`src/rtl/note_sequencer.sv`:
```
// Walks a song's note table in an external synchronous ROM and plays one note at a time.
// Define NOTE_SEQUENCER_LOOP_EN to make songs repeat instead of stopping at their end.
module note_sequencer #(
    parameter int STEP_W         = 5,
    parameter int NOTE_W         = 6,
    parameter int DUR_W          = 4,
    parameter int TICKS_PER_UNIT = 1000
) (
    input  logic                    clk,
    input  logic                    reset,
    input  logic                    start,
    input  logic [1:0]              select,
    output logic [STEP_W+1:0]       rom_addr,
    input  logic [NOTE_W+DUR_W-1:0] rom_data,
    output logic [NOTE_W-1:0]       note,
    output logic                    busy,
    output logic                    done
);

    localparam int TICK_W = (TICKS_PER_UNIT > 1) ? $clog2(TICKS_PER_UNIT) : 1;
    localparam logic [TICK_W-1:0] TICK_LAST = TICK_W'(TICKS_PER_UNIT - 1);

    typedef enum logic [2:0] {
        IDLE,
        FETCH,
        LOAD,
        PLAY,
        FINISH
    } state_t;

    state_t              r_state;
    logic [1:0]          r_song;
    logic [STEP_W-1:0]   r_step;
    logic [DUR_W-1:0]    r_units;
    logic [TICK_W-1:0]   r_tick;
    logic [NOTE_W-1:0]   r_note;
    logic                r_busy;
    logic                r_done;

    logic [DUR_W-1:0]    w_romDur;
    logic [NOTE_W-1:0]   w_romNote;

    assign w_romDur  = rom_data[NOTE_W+DUR_W-1:NOTE_W];
    assign w_romNote = rom_data[NOTE_W-1:0];

    assign rom_addr = {r_song, r_step};
    assign note     = r_note;
    assign busy     = r_busy;
    assign done     = r_done;

    // A start pulse overrides whatever is playing; the held note bridges the refetch.
    always_ff @(posedge clk) begin
        if (reset) begin
            r_state <= IDLE;
            r_song  <= '0;
            r_step  <= '0;
            r_units <= '0;
            r_tick  <= '0;
            r_note  <= '0;
            r_busy  <= 1'b0;
            r_done  <= 1'b0;
        end else begin
            r_done <= 1'b0;
            if (start) begin
                r_song  <= select;
                r_step  <= '0;
                r_busy  <= 1'b1;
                r_state <= FETCH;
            end else begin
                case (r_state)
                    IDLE: begin
                        r_note <= '0;
                        r_busy <= 1'b0;
                    end
                    FETCH: begin
                        r_state <= LOAD;
                    end
                    LOAD: begin
                        if (w_romDur == '0) begin
`ifdef NOTE_SEQUENCER_LOOP_EN
                            // An empty song must stop, otherwise it would loop silently forever.
                            if (r_step != '0) begin
                                r_step  <= '0;
                                r_done  <= 1'b1;
                                r_state <= FETCH;
                            end else begin
                                r_note  <= '0;
                                r_busy  <= 1'b0;
                                r_done  <= 1'b1;
                                r_state <= FINISH;
                            end
`else
                            r_note  <= '0;
                            r_busy  <= 1'b0;
                            r_done  <= 1'b1;
                            r_state <= FINISH;
`endif
                        end else begin
                            r_note  <= w_romNote;
                            r_units <= w_romDur;
                            r_tick  <= '0;
                            r_state <= PLAY;
                        end
                    end
                    PLAY: begin
                        if (r_tick != TICK_LAST) begin
                            r_tick <= r_tick + TICK_W'(1);
                        end else if (r_units != DUR_W'(1)) begin
                            r_units <= r_units - DUR_W'(1);
                            r_tick  <= '0;
                        end else if (r_step == '1) begin
`ifdef NOTE_SEQUENCER_LOOP_EN
                            r_step  <= '0;
                            r_done  <= 1'b1;
                            r_state <= FETCH;
`else
                            r_note  <= '0;
                            r_busy  <= 1'b0;
                            r_done  <= 1'b1;
                            r_state <= FINISH;
`endif
                        end else begin
                            r_step  <= r_step + STEP_W'(1);
                            r_state <= FETCH;
                        end
                    end
                    FINISH: begin
                        r_state <= IDLE;
                    end
                    default: begin
                        r_state <= IDLE;
                    end
                endcase
            end
        end
    end

endmodule

```
`config.mk`:
```
export PLATFORM = sky130hd
export DESIGN_NAME = note_sequencer
export DESIGN_NICKNAME = d
export VERILOG_FILES = /design/src/rtl/note_sequencer.sv
export SDC_FILE = /design/constraint.sdc
export NUM_CORES = 1
export LEC_CHECK = 0
export CELL_PAD_IN_SITES_DETAIL_PLACEMENT = 0
export CELL_PAD_IN_SITES_GLOBAL_PLACEMENT = 1
export CORE_UTILIZATION = 38
export DETAILED_ROUTE_END_ITERATION = 6
export GPL_TIMING_DRIVEN = 0
export PLACE_DENSITY = 0.79
export SYNTH_ARGS = -nofsm -noshare
export SYNTH_HDL_FRONTEND = slang
export SYNTH_SLANG_ARGS = --single-unit
```
`constraint.sdc`:
```
create_clock -name clk -period 2.35 [get_ports clk]
set_clock_uncertainty 0.2 [all_clocks]
set_input_delay 0.235 -clock clk [delete_from_list [all_inputs] [get_ports clk]]
set_output_delay 0.235 -clock clk [all_outputs]
set_load 0.02 [all_outputs]
```
==> flow_summary.toml, run 1 <==
[status]
status = "finished, final reports clean"

[clock_network]
cts_buffer_depth = 2
path_clk_slew_ns = 0.07
cts.sinks = 32
numCtsBuffers = 5
postCtsHoldBufs = 0
clock_latency_ns = 0.27
cts_root_buffer = "clkbuf_8"
cts_max_level = 2
cts_tree = "done"

[worst_setup_path]
r2r-end = "r_tick[8]$_SDFFE_PP0P_"
worstPathRequired_ns = 2.36
cp.arrival_ns = 2.16
reg2reg_from = "r_tick[0]$_SDFFE_PP0P_"
worstPathMaxFanout = 8
criticalPathCategory = "flop to flop"
crit_path_start_kind = "flop"
reg2reg_slack_ns = 0.19
critPathCaptureType = "flop"
worstRegToRegCells = 6

[drt]
drtAntennaViolNets = 0
drtPass1Iterations = 4
drt_iter0_drc = 82
vias_per_cell = 5.33
drc_errors = 0
via_count = 1472
routed_wl_mm = 3.81
wl_per_cell_um = 13.8

[sta]
drv_slew = 0
fin_crit_sh = 0.917
post-route-min-period_ns = 2.16
tightest_slew_ns = 0.686
setup_viol_count_final = 0
relSlewSlack = 0.538
timing.fmax_mhz = 464
setup_slack_ns = 0.194
hold_viol = 0
rsz0062_at_grt = "no"

[grt]
grt-ovfl-total = 0
grt_usage = 0.188
grt_pass1_vias = 1418
grt_use_met1 = 0.244
grt_max_degree = 11
grt_pass1_wl_mm = 6.33
antenna_found_initial = 0
grt-busiest-layer = "met2"
use_met3 = 0.0462
grt_use_met2 = 0.308

[logic_synthesis]
synth_top_cell_by_area = "dfxtp_1"
synthCells = 189
async_flop_share = 0
synth.cell_area_mm2 = 0.00160
ys_types = 43
synth.top_cell.area_share = 0.401
syn-num-nets = 210
synth_area_leaders = "dfxtp_1, nor2_1, ha_1"
synth_ff_type = "dfxtp_1"
yosys_warnings = 0
yosys_register_bits = 32
seq_area_frac_synth = 0.401
syn_area_per_cell_um2 = 8.45
synth_edf_count = 0

[die]
coreArea_mm2 = 0.00403
die_h_um = 66.8
floorplan.rows = 23
start_util = 0.397
dieArea_mm2 = 0.00447
ios = 30
die_x_um = 66.8

[power]
leakage_nw = 0.724
ir_drop_v = 0.000356
p_per_area_mw_per_mm2 = 524

[layout]
final_cell_mix = "dfxtp_1, clkdlybuf4s50_1, nor2_1"
antenna_cells = 0
nFillCells = 408
layout.nets = 246
drive_gt1_frac = 0.119
synthToLayoutAreaGrowth_pct = 29.6
final_common_cell = "dfxtp_1"
final_cell_area_mm2 = 0.00207

[min_path]
hp-class = "input pin to flop"
min_to = "r_state[0]$_SDFFE_PP0P_"
hp-start = "start"
worstHoldPathCells = 3

[placement]
hpwl_mm = 2.70
portBuffers = 27
post-place-ws_ns = -0.176
gp_congestion = 0.800
place_area_mm2 = 0.00193

[job]
maxCapViolCount = 0
sequential cells by signal (all words and copies together), names as in the netlist:
name	cells
done	1
r_state	3
r_units	4
r_song	2
r_tick	10
busy	1
note	6
r_step	5
synthesized netlist by cell type, types with 3 or more instances:
cell type / instances
a21oi_1: 13
a31oi_1: 4
and4_1: 3
clkbuf_1: 4
dfxtp_1: 32
ha_1: 6
inv_1: 5
mux2i_1: 5
nand2_1: 16
nand3_1: 5
nand4_1: 4
nor2_1: 25
nor3_1: 10
nor3b_1: 3
o21ai_0: 11
or2_2: 3
xnor2_1: 6
xor2_1: 4
critical path, cell delays in order (launching register included):
cell     delay (ns)
dfxtp_1        0.35
ha_1           0.27
and4_1         0.24
a31oi_1        0.39
nor3_4         0.11
or2_2          0.39
a21oi_1        0.14
worst max path at each step:
stage / startpoint / to / slack (ns) / cells past startpoint
2_1_floorplan: r_units[0]$_SDFFE_PP0P_ / r_step[1]$_SDFFE_PP0P_ / 0.25 / 6
3_3_place_gp: rom_data[8] / r_tick[8]$_SDFFE_PP0P_ / -0.13 / 7
3_5_place_dp: rom_data[8] / r_tick[8]$_SDFFE_PP0P_ / -0.18 / 7
4_1_cts: r_units[0]$_SDFFE_PP0P_ / r_step[4]$_SDFFE_PP0P_ / 0.01 / 6
5_1_grt: r_tick[0]$_SDFFE_PP0P_ / note[0]$_SDFFE_PP0P_ / 0.05 / 6
6_report: r_tick[0]$_SDFFE_PP0P_ / r_tick[8]$_SDFFE_PP0P_ / 0.19 / 6
power breakdown:
part           switching (mW)  total (mW)  internal (mW)
logic                  0.0519      0.0980         0.0461
clock network           0.197       0.430          0.233
registers             0.00567       0.556          0.550
through the flow:
step           hold WS, ns  power [mW]  instances  TNS [ns]   util
2_1_floorplan        0.171       0.619        189         0      -
3_3_place_gp         0.261       0.661        266     -1.01  0.479
3_5_place_dp         0.273       0.663        266     -1.53  0.479
4_1_cts             0.0888        1.10        276         0  0.509
5_1_grt              0.110        1.14        276         0  0.514
6_report            0.0925        1.08        276         0  0.514
routing by layer:
metal  vias up  part of all wire
met5         -                 0
met4         0            0.0060
li1        746                 -
met3         2             0.030
met2        30              0.48
met1       694              0.48
kinds of logic (layout without fill, tap and decap cells):
family / Yosys count / count (layout) / share of synthesized area
DFF: 32 / 32 / 0.401
xor gates and xnor gates: 10 / 10 / 0.0548
adders and majority gates: 6 / 6 / 0.0470
AOI/OAI and AO/OA: 40 / 40 / 0.160
muxes: 5 / 5 / 0.0313
buffers and inverters: 14 / 51 / 0.0368
and+or+nand+nor: 82 / 82 / 0.269
area by class of cell:
class                      instances  area, um^2  share of cell area
multi-input combinational        143         927               0.448
timing repair buffer              30         293               0.141
clock buffer                       6        82.6              0.0399
tap                               50        62.6              0.0302
buffer                             8        36.3              0.0175
sequential                        32         641               0.309
inverter                           5        18.8             0.00906
clock inverter                     2        10.0             0.00483
what timing repair did:
action / CTS / global route
gates resized for setup: 2 / 3
pin swaps: 1 / 1
setup buffers: 2 / 1
setup endpoints to repair: 11 / 21
(Power assumes the default switching activity.)
==> run 2, diff against run 1 <==
--- a/config.mk
+++ b/config.mk
@@ -6,7 +6,9 @@
 export NUM_CORES = 1
 export LEC_CHECK = 0
+export CAP_MARGIN = 20
 export CELL_PAD_IN_SITES_DETAIL_PLACEMENT = 0
 export CELL_PAD_IN_SITES_GLOBAL_PLACEMENT = 1
 export CORE_UTILIZATION = 38
+export CTS_CLUSTER_DIAMETER = 120
 export DETAILED_ROUTE_END_ITERATION = 6
 export GPL_TIMING_DRIVEN = 0
==> constraint.sdc (replaced) <==
create_clock -name clk -period 2.35 [get_ports clk]
set_clock_uncertainty 0.2 [all_clocks]
set_input_delay 0.47 -clock clk [delete_from_list [all_inputs] [get_ports clk]]
set_output_delay 0.47 -clock clk [all_outputs]
set_load 0.02 [all_outputs]
==> flow_summary.toml, run 2 (synthesized netlist as in run 1, its figures left out) <==
[clock_network]
cts_tree = "done"
cts_max_level = 2
postCtsHoldBufs = 0
cts_buffer_depth = 2
cts_root_buffer = "clkbuf_8"
numCtsBuffers = 5
clock_latency_ns = 0.27
path_clk_slew_ns = 0.07
cts.sinks = 32

[worst_setup_path]
crit_chain = "clkdlybuf4s50_1, or4_4, a2bb2oi_2, nor3_4, or2_4, a21oi_1"
cp_slowest_stage_delay_ns = 0.60
critPathBufInv = 1
crit_path_start_kind = "input pin"
criticalPathCategory = "input pin to flop"
reg2reg_from = "r_tick[0]$_SDFFE_PP0P_"
slowest_stage = "or4_4"
cp_top_family = "simple AND/OR/NAND/NOR gates"
critPathCaptureType = "flop"
setup.worst_path.start = "rom_data[8]"
worstPathMaxFanout = 8
worstPathRequired_ns = 2.36
cp.arrival_ns = 2.27

[layout]
instances_no_fill = 278
synthToLayoutAreaGrowth_pct = 30.7
area.sequential_um2 = 641
final_cell_area_mm2 = 0.00209
largest_reg_flops = 10
antenna_cells = 0
nFillCells = 410
drive_gt1_frac = 0.127
final_common_cell = "dfxtp_1"
largest_register = "r_tick"
final_cell_mix = "dfxtp_1, clkdlybuf4s50_1, nor2_1"
layout.nets = 248
multi_input_area_um2 = 930

[sta]
setup_tns_ns = 0
timing.fmax_mhz = 441
relSlewSlack = 0.547
post-route-min-period_ns = 2.27
fin_crit_sh = 0.964
hold_viol = 0
tightest_slew_ns = 0.674
rsz0062_at_grt = "no"
setup_viol_count_final = 0
drv_slew = 0

[grt]
grt_pass1_vias = 1411
grt_max_degree = 11
grt-ovfl-total = 0
grt_pass1_wl_mm = 6.31
antenna_found_initial = 0
grt_usage = 0.188

[placement]
gp_congestion = 0.800
hpwl_mm = 2.70
place_area_mm2 = 0.00193
dpl.cell_count = 266
portBuffers = 27

[die]
coreArea_mm2 = 0.00403
dieArea_mm2 = 0.00447
ios = 30
floorplan.rows = 23
die_x_um = 66.8
start_util = 0.397
die_h_um = 66.8

[drt]
wl_per_cell_um = 14.0
vias_per_cell = 5.33
routed_wl_mm = 3.89
drtAntennaViolNets = 0
drt_iter0_drc = 70
top_layer = "met4"
drc_errors = 0
via_count = 1481
met2_length_mm = 1.91
wl_met1_mm = 1.84
met3_length_um = 108
drtPass1Iterations = 4

[power]
leakage_nw = 0.731
p_per_area_mw_per_mm2 = 521
ir_drop_v = 0.000365

[job]
maxCapViolCount = 0

[status]
status = "finished, final reports clean"

[min_path]
hp-class = "flop to flop"
hp-start = "note[4]$_SDFFE_PP0P_"
[run 2: power breakdown]
part           internal [mW]  leakage, nW  switching [mW]
clock                  0.233       0.0510           0.198
sequential             0.550        0.259         0.00575
combinational         0.0471        0.421          0.0526
total                  0.831        0.731           0.256
[run 2: final timing paths]
check,end,slack (ns),cells past startpoint
setup reg to reg,r_units[2]$_SDFFE_PP0P_,0.15,6
setup / recovery,r_tick[8]$_SDFFE_PP0P_,0.08,6
hold reg to reg,note[4]$_SDFFE_PP0P_,0.28,2
hold / removal,note[4]$_SDFFE_PP0P_,0.28,2
[run 2: metal layers]
metal / up-vias / track usage
met1: 707 / 0.245
li1: 749 / -
met2: 23 / 0.306
met3: 2 / 0.0462
met5: - / 0
met4: 0 / 0.0479
[run 2: area by class of cell]
type,instances,share of cell area
Inverter,5,0.00899
Clock buffer,6,0.0395
Timing Repair Buffer,32,0.147
Sequential cell,32,0.307
Tap cell,50,0.0300
Buffer,8,0.0174
Multi-Input combinational cell,143,0.445
Clock inverter,2,0.00479
[run 2: metrics by stage]
stage	utilization	hold WS, ns	worst slack [ns]	power, mW
finish	0.518	0.281	0.0844	1.09
global route	0.518	0.322	0.0275	1.14
detailed placement	0.479	0.273	-0.411	0.663
CTS	0.502	0.281	0.00690	1.10
floorplan	-	0.249	0.200	0.619
global placement	0.479	0.261	-0.362	0.661
[run 2: what timing repair did]
item | 4_1_cts | 5_1_grt
pin swaps | 0 | 2
setup buffers | 0 | 5
gates resized for setup | 1 | 5
setup endpoints to repair | 11 | 22
[run 2: worst reg2reg max path: stages, from the launching register on]
cell,delay (ns)
dfxtp_1,0.40
ha_1,0.27
and4_1,0.26
a31oi_1,0.19
nor3_4,0.36
o21ai_0,0.16
a32o_1,0.27
